`config.mk`:
```
export PLATFORM = sky130hd
export DESIGN_NAME = lector_codigos_param
export DESIGN_NICKNAME = d
export VERILOG_FILES = /design/src/rtl/lector_pkg.sv /design/src/rtl/lector_historial.sv /design/src/rtl/lector_codigos_param.sv
export SDC_FILE = /design/constraint.sdc
export NUM_CORES = 1
export LEC_CHECK = 0
export CAP_MARGIN = 40
export CORE_UTILIZATION = 35
export CTS_CLUSTER_SIZE = 28
export DETAILED_ROUTE_END_ITERATION = 6
export GPL_ROUTABILITY_DRIVEN = 0
export HOLD_SLACK_MARGIN = 0.12
export PLACE_DENSITY = 0.64
export SLEW_MARGIN = 20
export SYNTH_ARGS = -nofsm -noshare
export SYNTH_HDL_FRONTEND = slang
export SYNTH_SLANG_ARGS = --single-unit
```
`constraint.sdc`:
```
create_clock -name CLK -period 1.73 [get_ports CLK]
set_input_delay 0.519 -clock CLK [delete_from_list [all_inputs] [get_ports CLK]]
set_output_delay 0.519 -clock CLK [all_outputs]
set_load 0.01 [all_outputs]
```
`src/rtl/lector_pkg.sv`:
```
// -----------------------------------------------------------------------------
// lector_pkg
// Shared definitions for the coded-ticket reader:
//   - FSM state encoding (IDLE / CHECK / REPORT)
//   - verdict codes driven on V
//   - bit offsets of the fields packed into a code L = {id, mes, dia}
//   - date limits and the date sanity-check helper
// Optional feature macro used by the design files: LECTOR_DUP_CHECK_EN
// -----------------------------------------------------------------------------
package lector_pkg;

    typedef enum logic [1:0] {
        IDLE   = 2'd0,
        CHECK  = 2'd1,
        REPORT = 2'd2
    } state_t;

    localparam logic [1:0] V_NONE = 2'b00;
    localparam logic [1:0] V_OK   = 2'b01;
    localparam logic [1:0] V_EXP  = 2'b10;
    localparam logic [1:0] V_BAD  = 2'b11;

    localparam int DIA_LSB = 0;
    localparam int MES_LSB = 5;
    localparam int ID_LSB  = 9;

    localparam int MES_MAX = 12;
    localparam int DIA_MAX = 31;

    // True when the date fields cannot describe a real day/month.
    // Operands are widened by one bit so the upper-limit tests stay
    // meaningful even where the field width already caps the value.
    function automatic logic fecha_invalida(input logic [3:0] mes, input logic [4:0] dia);
        logic [4:0] mes_w;
        logic [5:0] dia_w;
        mes_w = {1'b0, mes};
        dia_w = {1'b0, dia};
        return (mes == 4'd0) || (mes_w > 5'(MES_MAX)) ||
               (dia == 5'd0) || (dia_w > 6'(DIA_MAX));
    endfunction

endpackage

```
`src/rtl/lector_historial.sv`:
```
// -----------------------------------------------------------------------------
// lector_historial
// Ring buffer of recently accepted ids with a parallel compare against a
// query id. Only compiled into the reader when LECTOR_DUP_CHECK_EN is defined.
// Ports:
//   CLK    in   1      clock, rising edge
//   CLR    in   1      asynchronous active-low reset, empties the history
//   push   in   1      store id_in at the write pointer
//   id_in  in   ID_W   id to store
//   id_q   in   ID_W   id being looked up
//   hit    out  1      id_q matches a filled entry (combinational)
// -----------------------------------------------------------------------------
module lector_historial #(
    parameter int ID_W  = 3,
    parameter int DEPTH = 4
) (
    input  logic            CLK,
    input  logic            CLR,
    input  logic            push,
    input  logic [ID_W-1:0] id_in,
    input  logic [ID_W-1:0] id_q,
    output logic            hit
);

    localparam int PTR_W = (DEPTH > 1) ? $clog2(DEPTH) : 1;
    localparam int CNT_W = $clog2(DEPTH + 1);

    logic [ID_W-1:0]  mem_q [DEPTH];
    logic [PTR_W-1:0] wr_ptr_q, wr_ptr_d;
    logic [CNT_W-1:0] fill_q, fill_d;
    logic [DEPTH-1:0] match;

    always_comb begin
        wr_ptr_d = wr_ptr_q;
        fill_d   = fill_q;
        if (push) begin
            // Oldest entry is overwritten once the ring wraps.
            wr_ptr_d = (wr_ptr_q == PTR_W'(DEPTH - 1)) ? '0 : wr_ptr_q + PTR_W'(1);
            fill_d   = (fill_q == CNT_W'(DEPTH)) ? fill_q : fill_q + CNT_W'(1);
        end
    end

    always_ff @(posedge CLK or negedge CLR) begin
        if (!CLR) begin
            wr_ptr_q <= '0;
            fill_q   <= '0;
            for (int i = 0; i < DEPTH; i++) begin
                mem_q[i] <= '0;
            end
        end else begin
            wr_ptr_q <= wr_ptr_d;
            fill_q   <= fill_d;
            if (push) begin
                mem_q[wr_ptr_q] <= id_in;
            end
        end
    end

    // Entries fill from index 0 upwards, so "filled" is simply index < count.
    for (genvar gi = 0; gi < DEPTH; gi++) begin : g_cmp
        assign match[gi] = (CNT_W'(gi) < fill_q) && (mem_q[gi] == id_q);
    end

    assign hit = |match;

endmodule

```
`src/rtl/lector_codigos_param.sv`:
```
// -----------------------------------------------------------------------------
// lector_codigos_param
// Checks a coded ticket L = {id, mes, dia} against a reference date, returns a
// verdict on V, counts accepted codes on P (saturating) and keeps the last
// accepted code on QR. One code is processed every three cycles:
// IDLE (capture) -> CHECK (evaluate) -> REPORT (V/DUP valid).
// Optional duplicate-id rejection is built when LECTOR_DUP_CHECK_EN is defined;
// otherwise DUP stays 0 and DEPTH only has to be a legal value.
// Ports:
//   CLK     in   1        clock, rising edge
//   CLR     in   1        asynchronous active-low reset
//   EN      in   1        code-present strobe (ignored while BUSY)
//   L       in   ID_W+9   code: [4:0] dia, [8:5] mes, [ID_W+8:9] id
//   diaRef  in   5        reference day
//   mesRef  in   4        reference month
//   P       out  P_W      accepted-code count, saturating
//   V       out  2        verdict, non-zero only in REPORT
//   QR      out  ID_W+9   last accepted code
//   BUSY    out  1        code in flight (CHECK or REPORT)
//   DUP     out  1        with V=11, rejection was a duplicate id
// -----------------------------------------------------------------------------
module lector_codigos_param
    import lector_pkg::*;
#(
    parameter int ID_W  = 3,
    parameter int P_W   = 4,
    parameter int DEPTH = 4
) (
    input  logic              CLK,
    input  logic              CLR,
    input  logic              EN,
    input  logic [ID_W+8:0]   L,
    input  logic [4:0]        diaRef,
    input  logic [3:0]        mesRef,
    output logic [P_W-1:0]    P,
    output logic [1:0]        V,
    output logic [ID_W+8:0]   QR,
    output logic              BUSY,
    output logic              DUP
);

    localparam int CODE_W = ID_W + 9;

    if (DEPTH < 1) begin : g_bad_depth
        $error("lector_codigos_param: DEPTH must be >= 1");
    end

    state_t              state_q, state_d;
    logic [CODE_W-1:0]   code_q, code_d;
    logic [4:0]          dia_ref_q, dia_ref_d;
    logic [3:0]          mes_ref_q, mes_ref_d;
    logic [1:0]          v_q, v_d;
    logic                dup_q, dup_d;
    logic [P_W-1:0]      p_q, p_d;
    logic [CODE_W-1:0]   qr_q, qr_d;

    logic [ID_W-1:0]     id_cap;
    logic [3:0]          mes_cap;
    logic [4:0]          dia_cap;
    logic                malformed;
    logic                expired;
    logic                dup_hit;
    logic [1:0]          verdict;
    logic                verdict_dup;

    assign id_cap  = code_q[CODE_W-1:ID_LSB];
    assign mes_cap = code_q[MES_LSB +: 4];
    assign dia_cap = code_q[DIA_LSB +: 5];

    assign malformed = fecha_invalida(mes_cap, dia_cap);
    // Month-major numeric compare; the reference date itself is not validated.
    assign expired   = {mes_cap, dia_cap} < {mes_ref_q, dia_ref_q};

`ifdef LECTOR_DUP_CHECK_EN
    logic hist_push;

    // Only accepted ids enter the history; the push lands on the same edge
    // that registers the verdict, well before the next code reaches CHECK.
    assign hist_push = (state_q == CHECK) && (verdict == V_OK);

    lector_historial #(
        .ID_W  (ID_W),
        .DEPTH (DEPTH)
    ) u_historial (
        .CLK   (CLK),
        .CLR   (CLR),
        .push  (hist_push),
        .id_in (id_cap),
        .id_q  (id_cap),
        .hit   (dup_hit)
    );
`else
    assign dup_hit = 1'b0;
`endif

    // Verdict priority: malformed, duplicate, expired, accepted.
    always_comb begin
        verdict     = V_OK;
        verdict_dup = 1'b0;
        if (malformed) begin
            verdict = V_BAD;
        end else if (dup_hit) begin
            verdict     = V_BAD;
            verdict_dup = 1'b1;
        end else if (expired) begin
            verdict = V_EXP;
        end
    end

    always_comb begin
        state_d   = state_q;
        code_d    = code_q;
        dia_ref_d = dia_ref_q;
        mes_ref_d = mes_ref_q;
        v_d       = V_NONE;
        dup_d     = 1'b0;
        p_d       = p_q;
        qr_d      = qr_q;
        case (state_q)
            IDLE: begin
                if (EN) begin
                    code_d    = L;
                    dia_ref_d = diaRef;
                    mes_ref_d = mesRef;
                    state_d   = CHECK;
                end
            end
            CHECK: begin
                // Registering here makes V/DUP visible for exactly the REPORT cycle.
                v_d     = verdict;
                dup_d   = verdict_dup;
                state_d = REPORT;
                if (verdict == V_OK) begin
                    p_d  = (&p_q) ? p_q : p_q + P_W'(1);
                    qr_d = code_q;
                end
            end
            REPORT: begin
                state_d = IDLE;
            end
            default: begin
                state_d = IDLE;
            end
        endcase
    end

    always_ff @(posedge CLK or negedge CLR) begin
        if (!CLR) begin
            state_q   <= IDLE;
            code_q    <= '0;
            dia_ref_q <= '0;
            mes_ref_q <= '0;
            v_q       <= V_NONE;
            dup_q     <= 1'b0;
            p_q       <= '0;
            qr_q      <= '0;
        end else begin
            state_q   <= state_d;
            code_q    <= code_d;
            dia_ref_q <= dia_ref_d;
            mes_ref_q <= mes_ref_d;
            v_q       <= v_d;
            dup_q     <= dup_d;
            p_q       <= p_d;
            qr_q      <= qr_d;
        end
    end

    assign P    = p_q;
    assign V    = v_q;
    assign QR   = qr_q;
    assign DUP  = dup_q;
    assign BUSY = (state_q != IDLE);

endmodule

```
==> results of run 1 <==
critical path, cell delays in order (launching register included):
cell and delay [ps]:
dfrtp_1 430, ha_4 290, nand4_1 100, a21oi_2 170, a21oi_4 90, buf_6 150, nor3_4 220, mux2_4 320
cells by family after synthesis:
family                     after synthesis  synth area share
buffers and inverters                   16            0.0439
adders and majority gates                9            0.0598
and+or+nand+nor                         30            0.0858
xor gates and xnor gates                 1           0.00466
AOI/OAI and AO/OA                       19            0.0711
other                                    1           0.00199
DFF                                     41             0.545
muxes                                   28             0.187
layout by cell type (no fill, tap or decap), types with 2 or more instances in the layout:
master and n:
a211oi_2 2, a21oi_1 3, buf_2 2, buf_4 28, buf_6 7, clkbuf_8 7, clkdlybuf4s50_1 24, dfrtp_1 40
dlygate4sd2_1 6, dlymetal6s2s_1 10, ha_1 5, ha_4 4, inv_1 10, mux2_2 14, mux2_4 14, nand2_1 11
nand2b_1 3, nor2_1 2, nor3_4 2, o21ai_0 8, o21ai_1 2
cell type report:
type	count	area, um2
Tap cell	70	87.6
Clock inverter	1	5.00
Sequential cell	41	1030
Clock buffer	7	96.3
Fill cell	466	2270
Inverter	11	41.3
Timing Repair Buffer	78	737
Multi-Input combinational cell	88	880
power by group through the flow:
stage	combinational (uW)	clock [uW]	sequential (uW)
after floorplan	805	0	1580
after global placement	1660	0	1500
after detailed placement	1700	0	1520
after CTS	1960	709	1480
after global routing	2170	758	1510
final	2000	688	1470
flip-flops by register name (all words and copies together), names as in the netlist:
name / flops
mes_ref_q: 4
V: 2
state_q: 2
code_q: 12
P: 4
dia_ref_q: 5
QR: 12
metrics by stage:
step / cell area, um2 / power [uW] / std cells / TNS (ps)
after detailed placement: 2520 / 3210 / 273 / -5720
after floorplan: 1890 / 2380 / 145 / -1300
after CTS: 2800 / 4150 / 295 / -1640
after global placement: 2520 / 3160 / 273 / -4510
after global routing: 2870 / 4440 / 296 / -2810
final: 2870 / 4160 / 296 / -1600
what timing repair did:
item	in CTS	in global routing
pin swaps	12	5
cloned	0	0
endpoints found under the setup margin	25	27
buffers inserted	14	1
resized for setup	27	17
hold buffers	0	0
worst max-delay path by stage:
stage,end,slack (ps),cells past startpoint
after global placement,QR[11],-250,6
final,P[1],-160,7
after global routing,P[1],-220,7
after CTS,P[1],-140,6
after floorplan,QR[10],-130,7
after detailed placement,QR[11],-310,6
metal layers:
layer / up-vias / GRT usage / share of wire
met5: - / 0 / 0
met4: 0 / 0.0700 / 0.0093
met3: 4 / 0.0489 / 0.051
met2: 30 / 0.268 / 0.49
met1: 673 / 0.213 / 0.45
li1: 650 / - / -
==> impl_metrics.yaml, run 1 <==
yosys:
  synth_edf_count: 0
  syn_area_um2: 1880
  ys.flop_type: "dfrtp_1"
  netlist_instances: 145
  ys_top_cells_by_count: "dfrtp_1, mux2_2, inv_1, nand2_1"
  yosysSeqAreaShare: 0.545
  synth_most_common_cell: "dfrtp_1"
  synth_area_leaders: "dfrtp_1, mux2_2, mux2_4, ha_1, o21ai_0"
  synth-seq-cells: 41
  ys_types: 33
  syn_area_per_cell_um2: 13.0
  async_flop_share: 1.00
  synth.top_cell.area_share: 0.545
  netlist.top_cell.by_area: "dfrtp_1"
  syn_nets: 178
  ys.warnings.count: 0
cts:
  clk_pin_slew_ps: 80
  clk-insertion-delay-late_ps: 290
  clockRootBuffer: "clkbuf_8"
  cts_tree: "built"
  numCtsBuffers: 5
  cts_sinks: 41
  clk_path_buf_depth: 2
  htreeDepth: 2
timing:
  worst_hold_slack_ps: 279
  tightest_slew_ps: 525
  fmax_mhz: 530
  drv_slew: 0
  slew_headroom: 0.650
  setup_viol: 17
  skew_ps: 4.22
  finalHoldViolations: 0
  rsz0062_at_grt: "true"
  setup_slack_ps: -155
  period_share: 1.09
  period_minus_slack_ps: 1890
outcome:
  violations: "setup timing"
  outcome: "finished with violations"
route:
  num_vias: 1357
  dr.pass1.iters: 4
  drt_iter0_markers: 43
  wl_mm: 4.39
  antenna_left: 0
  wl_per_cell_um: 14.8
  drc_errors: 0
  via_per_inst: 4.58
critical_path:
  critPathKind: "register to register"
  r2r-start: "code_q[8]"
  path_max_fanout: 5
  worstPathArrival_ps: 2070
  required_ps: 1910
  r2r_cells: 7
  cp-end-kind: "register"
  cp-start-kind: "register"
  startpoint: "code_q[8]"
  ff2ff_setup_slack_ps: -160
  rr_endpoint: "P[1]"
floorplan:
  fp.dieH_um: 75.3
  ios: 44
  initial_core_util: 0.366
  core_area_um2: 5140
  die-area_um2: 5670
  num_rows: 26
  die_width_um: 75.3
cells_and_area:
  final_nets: 258
  syn2layout_area_growth_pct: 52.7
  finish.utilization: 0.559
  diodes: 0
  drive_gt1_frac: 0.416
grt:
  grtUsageTotal: 0.168
  antenna_found_initial: 0
  grt_pass1_wl_mm: 6.73
  grt_max_degree: 42
  grt-ovfl-total: 0
  grt_pass1_vias: 1392
pwr:
  p_seq_frac: 0.354
  clockPowerShare: 0.166
  leakage_uw: 0.00140
  power_frac_comb: 0.480
  p_sw_uw: 1320
  p_per_area_nw_per_um2: 1450
  ir_worst_vdd_uv: 698
  p_int_uw: 2840
  swShare: 0.318
place:
  dp_hpwl_mm: 2.83
  io_buffers: 42
  place_ws_ps: -314
run:
  maxCapViolations: 0
worst_hold_path:
  min_path_type: "input port to async pin"
Note: power is estimated with default switching activity, not from simulation.
==> run 2, diff against run 1 <==
Settings changed: CTS_BUF_LIST set to sky130_fd_sc_hd__clkbuf_4 sky130_fd_sc_hd__clkbuf_8.
==> results of run 2 <==
Final layout, timing and power as in run 1 (identical DEF).
==> run 3, diff against run 2 <==
Clock period 1.73 ns to 1.7 ns, I/O delays scaled along.
==> impl_metrics.yaml, run 3 (synthesis results as in run 1) <==
outcome:
  outcome: "finished with violations"
  violations: "setup timing"
critical_path:
  critPathKind: "register to register"
  cp_slowest_cell: "dfrtp_2"
  r2r_cells: 7
  worstPathArrival_ps: 2040
  cp-start-kind: "register"
  required_ps: 1880
  path_max_fanout: 5
  cp-end-kind: "register"
  worstPathCellList: "ha_4, nand4_1, a21oi_2, a21oi_4, buf_6, nor3b_2, mux2_4"
  path_buf_inv: 1
  r2r-start: "code_q[6]"
  rr_endpoint: "P[2]"
  max_stage_delay_ps: 440
  path_delay_family: "flip-flops"
  ff2ff_setup_slack_ps: -160
timing:
  fmax_mhz: 537
  period_share: 1.10
  setup_slack_ps: -163
  period_minus_slack_ps: 1860
  finalHoldViolations: 0
  drv_slew: 0
  rsz0062_at_grt: "true"
  skew_ps: 4.58
  setup_viol: 17
cts:
  clockRootBuffer: "clkbuf_8"
  clk_path_buf_depth: 2
  cts_hold_buffers: 0
  clk-insertion-delay-late_ps: 290
  cts_sinks: 41
  numCtsBuffers: 5
  cts_tree: "built"
  clk_pin_slew_ps: 80
  htreeDepth: 2
floorplan:
  core_area_um2: 5140
  initial_core_util: 0.366
  die-area_um2: 5670
  num_rows: 26
  ios: 44
  die_width_um: 75.3
  fp.dieH_um: 75.3
pwr:
  p_seq_frac: 0.365
  ir_worst_vdd_uv: 629
  p_sw_uw: 1290
  power_frac_comb: 0.468
  p_per_area_nw_per_um2: 1460
  power_uw: 4120
  p_int_uw: 2830
  swShare: 0.314
  leakage_uw: 0.00132
  clockPowerShare: 0.167
cells_and_area:
  mostFrequentLayoutCells: "dfrtp_1, buf_4, clkdlybuf4s50_1"
  syn2layout_area_growth_pct: 50.4
  final_common_cell: "dfrtp_1"
  finalNonFillerCells: 293
  diodes: 0
  final_nets: 255
  finish.utilization: 0.551
  stdcell_area_um2: 2830
  drive_gt1_frac: 0.413
route:
  wl_per_cell_um: 13.6
  dr.pass1.iters: 4
  antenna_left: 0
  drc_errors: 0
  wl_mm: 3.99
  num_vias: 1342
  via_per_inst: 4.58
  drt_iter0_markers: 29
place:
  placed_area_um2: 2540
  io_buffers: 42
  place_ws_ps: -322
  dp_hpwl_mm: 2.80
  dp_cells: 274
grt:
  grt-ovfl-total: 0
  grtUsageTotal: 0.158
  antenna_found_initial: 0
  grt_pass1_vias: 1392
  grt_pass1_wl_mm: 6.61
  grt_max_degree: 26
worst_hold_path:
  min_path_type: "input port to async pin"
run:
  maxCapViolations: 0
-- run 3: changes by cell type in the layout (fill, tap and decap cells not counted), moves of 2 or more --
| cell | previous run | this run |
|---|---|---|
| buf_4 | 28 | 25 |
| dlygate4sd2_1 | 6 | 14 |
| buf_12 | 1 | 3 |
| o21ai_1 | 2 | 0 |
| dlymetal6s2s_1 | 10 | 2 |
| buf_6 | 7 | 5 |
-- run 3: per-stage QoR --
| step | hold slack (ps) | TNS, ps |
|---|---|---|
| 2_1_floorplan | 214 | -1670 |
| 3_3_place_gp | 476 | -4970 |
| 3_5_place_dp | 487 | -5650 |
| 4_1_cts | 167 | -2260 |
| 5_1_grt | 185 | -3040 |
| 6_report | 157 | -1940 |
-- run 3: how the worst max path moves through the flow --
stage                          from     end  slack [ps]  cells past startpoint
after floorplan           code_q[4]  QR[10]        -160                      7
after global placement    code_q[6]  QR[11]        -280                      6
after detailed placement  code_q[8]  QR[11]        -320                      6
after CTS                 code_q[6]    P[1]        -160                      7
after global routing      code_q[7]    P[2]        -240                      7
final                     code_q[6]    P[2]        -160                      7
-- run 3: cell type report --
class	instances	area, um2
multi-input combinational	88	871
clock inverter	1	5.00
clock buffer	7	96.3
inverter	11	41.3
tap	70	87.6
timing repair buffer	75	702
fill	478	2310
sequential	41	1030
-- run 3: power groups by stage --
stage               Sequential (uW)  Clock (uW)  Combinational [uW]
floorplan                      1600           0                 819
global placement               1530           0                1690
detailed placement             1540           0                1730
CTS                            1500         715                1880
global route                   1550         751                2130
finish                         1500         687                1930
-- run 3: layer usage --
metal  GRT usage  wire (um)  part of all wire
met1       0.213       1870              0.47
met2       0.248       1920              0.48
met3      0.0410        147             0.037
met4      0.0556         51             0.013
met5           0          0                 0
-- run 3: repair_timing --
item / in CTS / in global routing
gates resized for setup: 32 / 9
pin swaps: 13 / 4
buffers inserted: 9 / 2
endpoints found under the setup margin: 32 / 19
==> edit 1, RTL diff (settings of run 1) <==
`ID_W`: 3 -> 6.
--- a/src/rtl/lector_codigos_param.sv
+++ b/src/rtl/lector_codigos_param.sv
@@ -24,3 +24,3 @@
 #(
-    parameter int ID_W  = 3,
+    parameter int ID_W  = 6,
     parameter int P_W   = 4,
Interface: changed (resized L and QR); port bits go from 44 to 50. The function was not compared with the original's and may differ.
==> edit 1 against run 1 <==
The flow still finishes with violations (negative setup slack). Clock power grew 24%. Cell area grew 5.3%. Setup slack lost 0.0014 ns. Wire length shrank 8.5%. Sequential power grew 15%. Total power grew 6.8%. Area after synthesis grew 11%. Sequential cell count grew 6. Count of clock-buffer cells in the layout shrank 1. First-iteration DRC count grew 120%.
==> edit 1: results (changes against run 1) <==
| Metric | Value |
|---|---|
| Fill count | `481 (+3.2%)` |
| Vias per cell | `4.54 (-0.98%)` |
| Area contributors post-synth | `dfrtp_1 56%, mux2_2 13%, mux2_4 7.2%, ha_1 5.4%, o21ai_0 2.4%` |
| Most frequent cells after synthesis | `47 x dfrtp_1, 24 x mux2_2, 11 x inv_1, 11 x nand2_1` |
| Vias in the first global route | `1374 (-1.3%)` |
| Final Skew | `0.00956 ns (+0.00535 ns)` |
| Synth Net Count | `193 (+8.4%)` |
| Setup violations, final | `19 (+2)` |
| Share of cells above drive strength 1 | `37.5% (-4.1 points)` |
| Initial DRC count | `93 (+120%)` |
| Setup TNS | `-2.49 ns (-0.898 ns)` |
| First-pass GRT wire length | `6740 um (+0.21%)` |
| All-Layer GR Usage | `14.4% (-2.4 points)` |
| Synth Area in XOR/XNOR | `0.418% (-0.047 points)` |
| Adder-Cell Fraction of Synth Area | `5.38% (-0.61 points)` |
| Seq/Total Area, Yosys | `56.2% (+1.6 points)` |
| Violated checks | `negative setup slack` |
| Peak supply drop | `0.000758 V (+8.6%)` |
| Outcome | `finished with violations` |
| Reg2reg end | `QR[5]` |
| Post-synthesis mux area share | `20.1% (+1.3 points)` |
| LEAKAGE | `1.41 nW (+0.41%)` |
| Nets | `267 (+3.5%)` |
| Syn Area/Cell | `13.3 um2 (+2.8%)` |
| Post-Route WL | `4010 um (-8.5%)` |
| Number of library cell types mapped by synthesis | `32 (-3.0%)` |
| Final setup margin | `-0.157 ns (-0.00142 ns)` |
[edit 1: metal layers]
layer,GRT usage [%],share of wire [%]
met5,0,0
met3,3.56,5.0
met2,22.3,48
met4,5.45,1.7
met1,19.2,45
[edit 1: what timing repair did]
item                                    CTS  global route
endpoints found under the setup margin   34            24
setup buffers                             6             2
resized for setup                        22            17
pin swaps                                 2             3
gates cloned                              0             0
[edit 1: logic make-up (layout without fill, tap and decap cells)]
group / count (synthesis) / after routing
AOI/OAI and AO/OA: 19 / 19
xor gates and xnor gates: 1 / 1
adders and majority gates: 9 / 9
buffers and inverters: 16 / 91
DFF: 47 / 47
muxes: 34 / 34
other: 1 / 1
and+or+nand+nor: 30 / 30
[edit 1: worst min-delay path by stage]
stage                     startpoint      to  slack, ns
after floorplan                  CLR    P[0]       0.22
after global placement    code_q[10]  QR[10]       0.49
after detailed placement   code_q[9]   QR[9]       0.49
after CTS                        CLR   QR[0]       0.19
after global routing             CLR    P[0]       0.20
final                            CLR    P[2]       0.18
[edit 1: layout make-up]
type                            count  area [um2]  area share, %
Multi-Input combinational cell     94         911           30.1
Inverter                           11        41.3           1.36
Clock inverter                      2        38.8           1.28
Sequential cell                    47        1180           38.9
Clock buffer                        6        82.6           2.73
Timing Repair Buffer               72         687           22.7
Tap cell                           72        90.1           2.98
[edit 1: worst max-delay path, delay by kind of cell, from the launching register on]
kind / cells / cell delay, ns
compound gates: 3 / 0.52
flops: 1 / 0.41
fa+ha+maj: 1 / 0.33
mux: 1 / 0.30
buf+inv: 1 / 0.16
simple gates: 1 / 0.06
[edit 1: where the power goes]
part / total [mW] / switching [mW] / internal, mW
Sequential: 1.69 / 0.214 / 1.48
Combinational: 1.90 / 0.772 / 1.13
Clock: 0.854 / 0.378 / 0.475
==> edit 2, RTL diff (config.mk and constraints of run 1) <==
Made on the original files. Add an input register stage for `EN`, `L`, `diaRef` and `mesRef`, without a reset; this delays them by one clock.
--- a/src/rtl/lector_codigos_param.sv
+++ b/src/rtl/lector_codigos_param.sv
@@ -42,2 +42,14 @@
     localparam int CODE_W = ID_W + 9;
+
+    logic EN_q;
+    logic [ID_W+8:0] L_q;
+    logic [4:0] diaRef_q;
+    logic [3:0] mesRef_q;
+
+    always_ff @(posedge CLK) begin
+        EN_q     <= EN;
+        L_q      <= L;
+        diaRef_q <= diaRef;
+        mesRef_q <= mesRef;
+    end
 
@@ -120,6 +132,6 @@
             IDLE: begin
-                if (EN) begin
-                    code_d    = L;
-                    dia_ref_d = diaRef;
-                    mes_ref_d = mesRef;
+                if (EN_q) begin
+                    code_d    = L_q;
+                    dia_ref_d = diaRef_q;
+                    mes_ref_d = mesRef_q;
                     state_d   = CHECK;
Formal check against the unedited RTL: not equivalent (Yosys sat finds a counterexample within 4 cycles, from zero or initial values).
==> edit 2 against run 1 <==
The run still ends with negative setup slack left. Total power increased by 27%. Synthesized cell count rose by 15%. Largest cell class unchanged. Sequential cell count increased by 22. Wire length is 4.1% lower. Cell area up 14%. Sequential share of layout area up 8.9 points. Area after synthesis rose by 23%. Critical path depth is 1 higher. Hold slack better by 0.16 ns. Setup slack better by 0.019 ns.
==> edit 2: results (changes against run 1) <==
| Metric | Value |
|---|---|
| Synth Area in XOR/XNOR | `0.377% (-0.088 points)` |
| Area contributors post-synth | `dfrtp_1 44%, dfxtp_1 19%, mux2_2 8.2%, mux2_4 6.5%, ha_1 4.8%` |
| Setup violations, final | `16 (-1)` |
| Via Count | `1427 (+5.2%)` |
| CLK BUF | `9 (+2)` |
| Fill count | `571 (+23%)` |
| Largest net degree at the start of global routing | `31 (-26%)` |
| Final HPWL DP | `2890 um (+1.9%)` |
| Final setup margin | `-0.136 ns (+0.0194 ns)` |
| Outcome | `finished with violations` |
| Initial DRC count | `61 (+42%)` |
| Design area | `0.00329 mm2 (+14%)` |
| Worst Path Max Fanout | `10 (+5)` |
| Vias per cell | `4.46 (-2.7%)` |
| Nets | `271 (+5.0%)` |
| Syn Area/Cell | `13.9 um2 (+7.1%)` |
| Met2 routed WL | `1860 um (-13%)` |
| Violated checks | `negative setup slack` |
| Clock-cell share | `7.46% (+3.9 points)` |
| Post-Route WL | `4210 um (-4.1%)` |
| Site row count | `29 (+12%)` |
| Htree depth | `3 (+1)` |
| Setup TNS | `-1.81 ns (-0.217 ns)` |
| Final Skew | `0.00680 ns (+0.00259 ns)` |
| Routed wl met3 | `204 um (-8.5%)` |
| Seq/Total Area, Yosys | `63.1% (+8.6 points)` |
| CTS Hold Bufs | `1 (+1)` |
| Synth Net Count | `200 (+12%)` |
| Worst Path Arrival | `2.09 ns (+0.02 ns)` |
-- edit 2: changes by cell type after synthesis --
cell,delta
dfxtp_1,+22
-- edit 2: worst paths after layout --
path                               from            to  slack, ns  cells past startpoint
max in group asynchronous           CLR  mes_ref_q[2]       0.55                      3
hold / removal              diaRef_q[2]  dia_ref_q[2]       0.44                      2
setup / recovery           dia_ref_q[4]         QR[4]      -0.14                      8
min in group asynchronous           CLR          V[1]       0.64                      2
setup reg to reg           dia_ref_q[4]         QR[4]      -0.14                      8
hold reg to reg             diaRef_q[2]  dia_ref_q[2]       0.44                      2
-- edit 2: critical path, cell delays in order, from the launching register on --
cell	delay, ns
dfrtp_1	0.38
inv_2	0.08
ha_4	0.21
a211oi_2	0.20
o211ai_2	0.14
a21oi_4	0.23
nor2_4	0.07
buf_12	0.15
mux2_4	0.29
-- edit 2: power breakdown --
group          switching (mW)  internal, mW  total [mW]
logic                   0.697          1.01        1.70
clock network           0.580         0.958        1.54
registers               0.223          1.82        2.04
total                    1.50          3.79        5.29
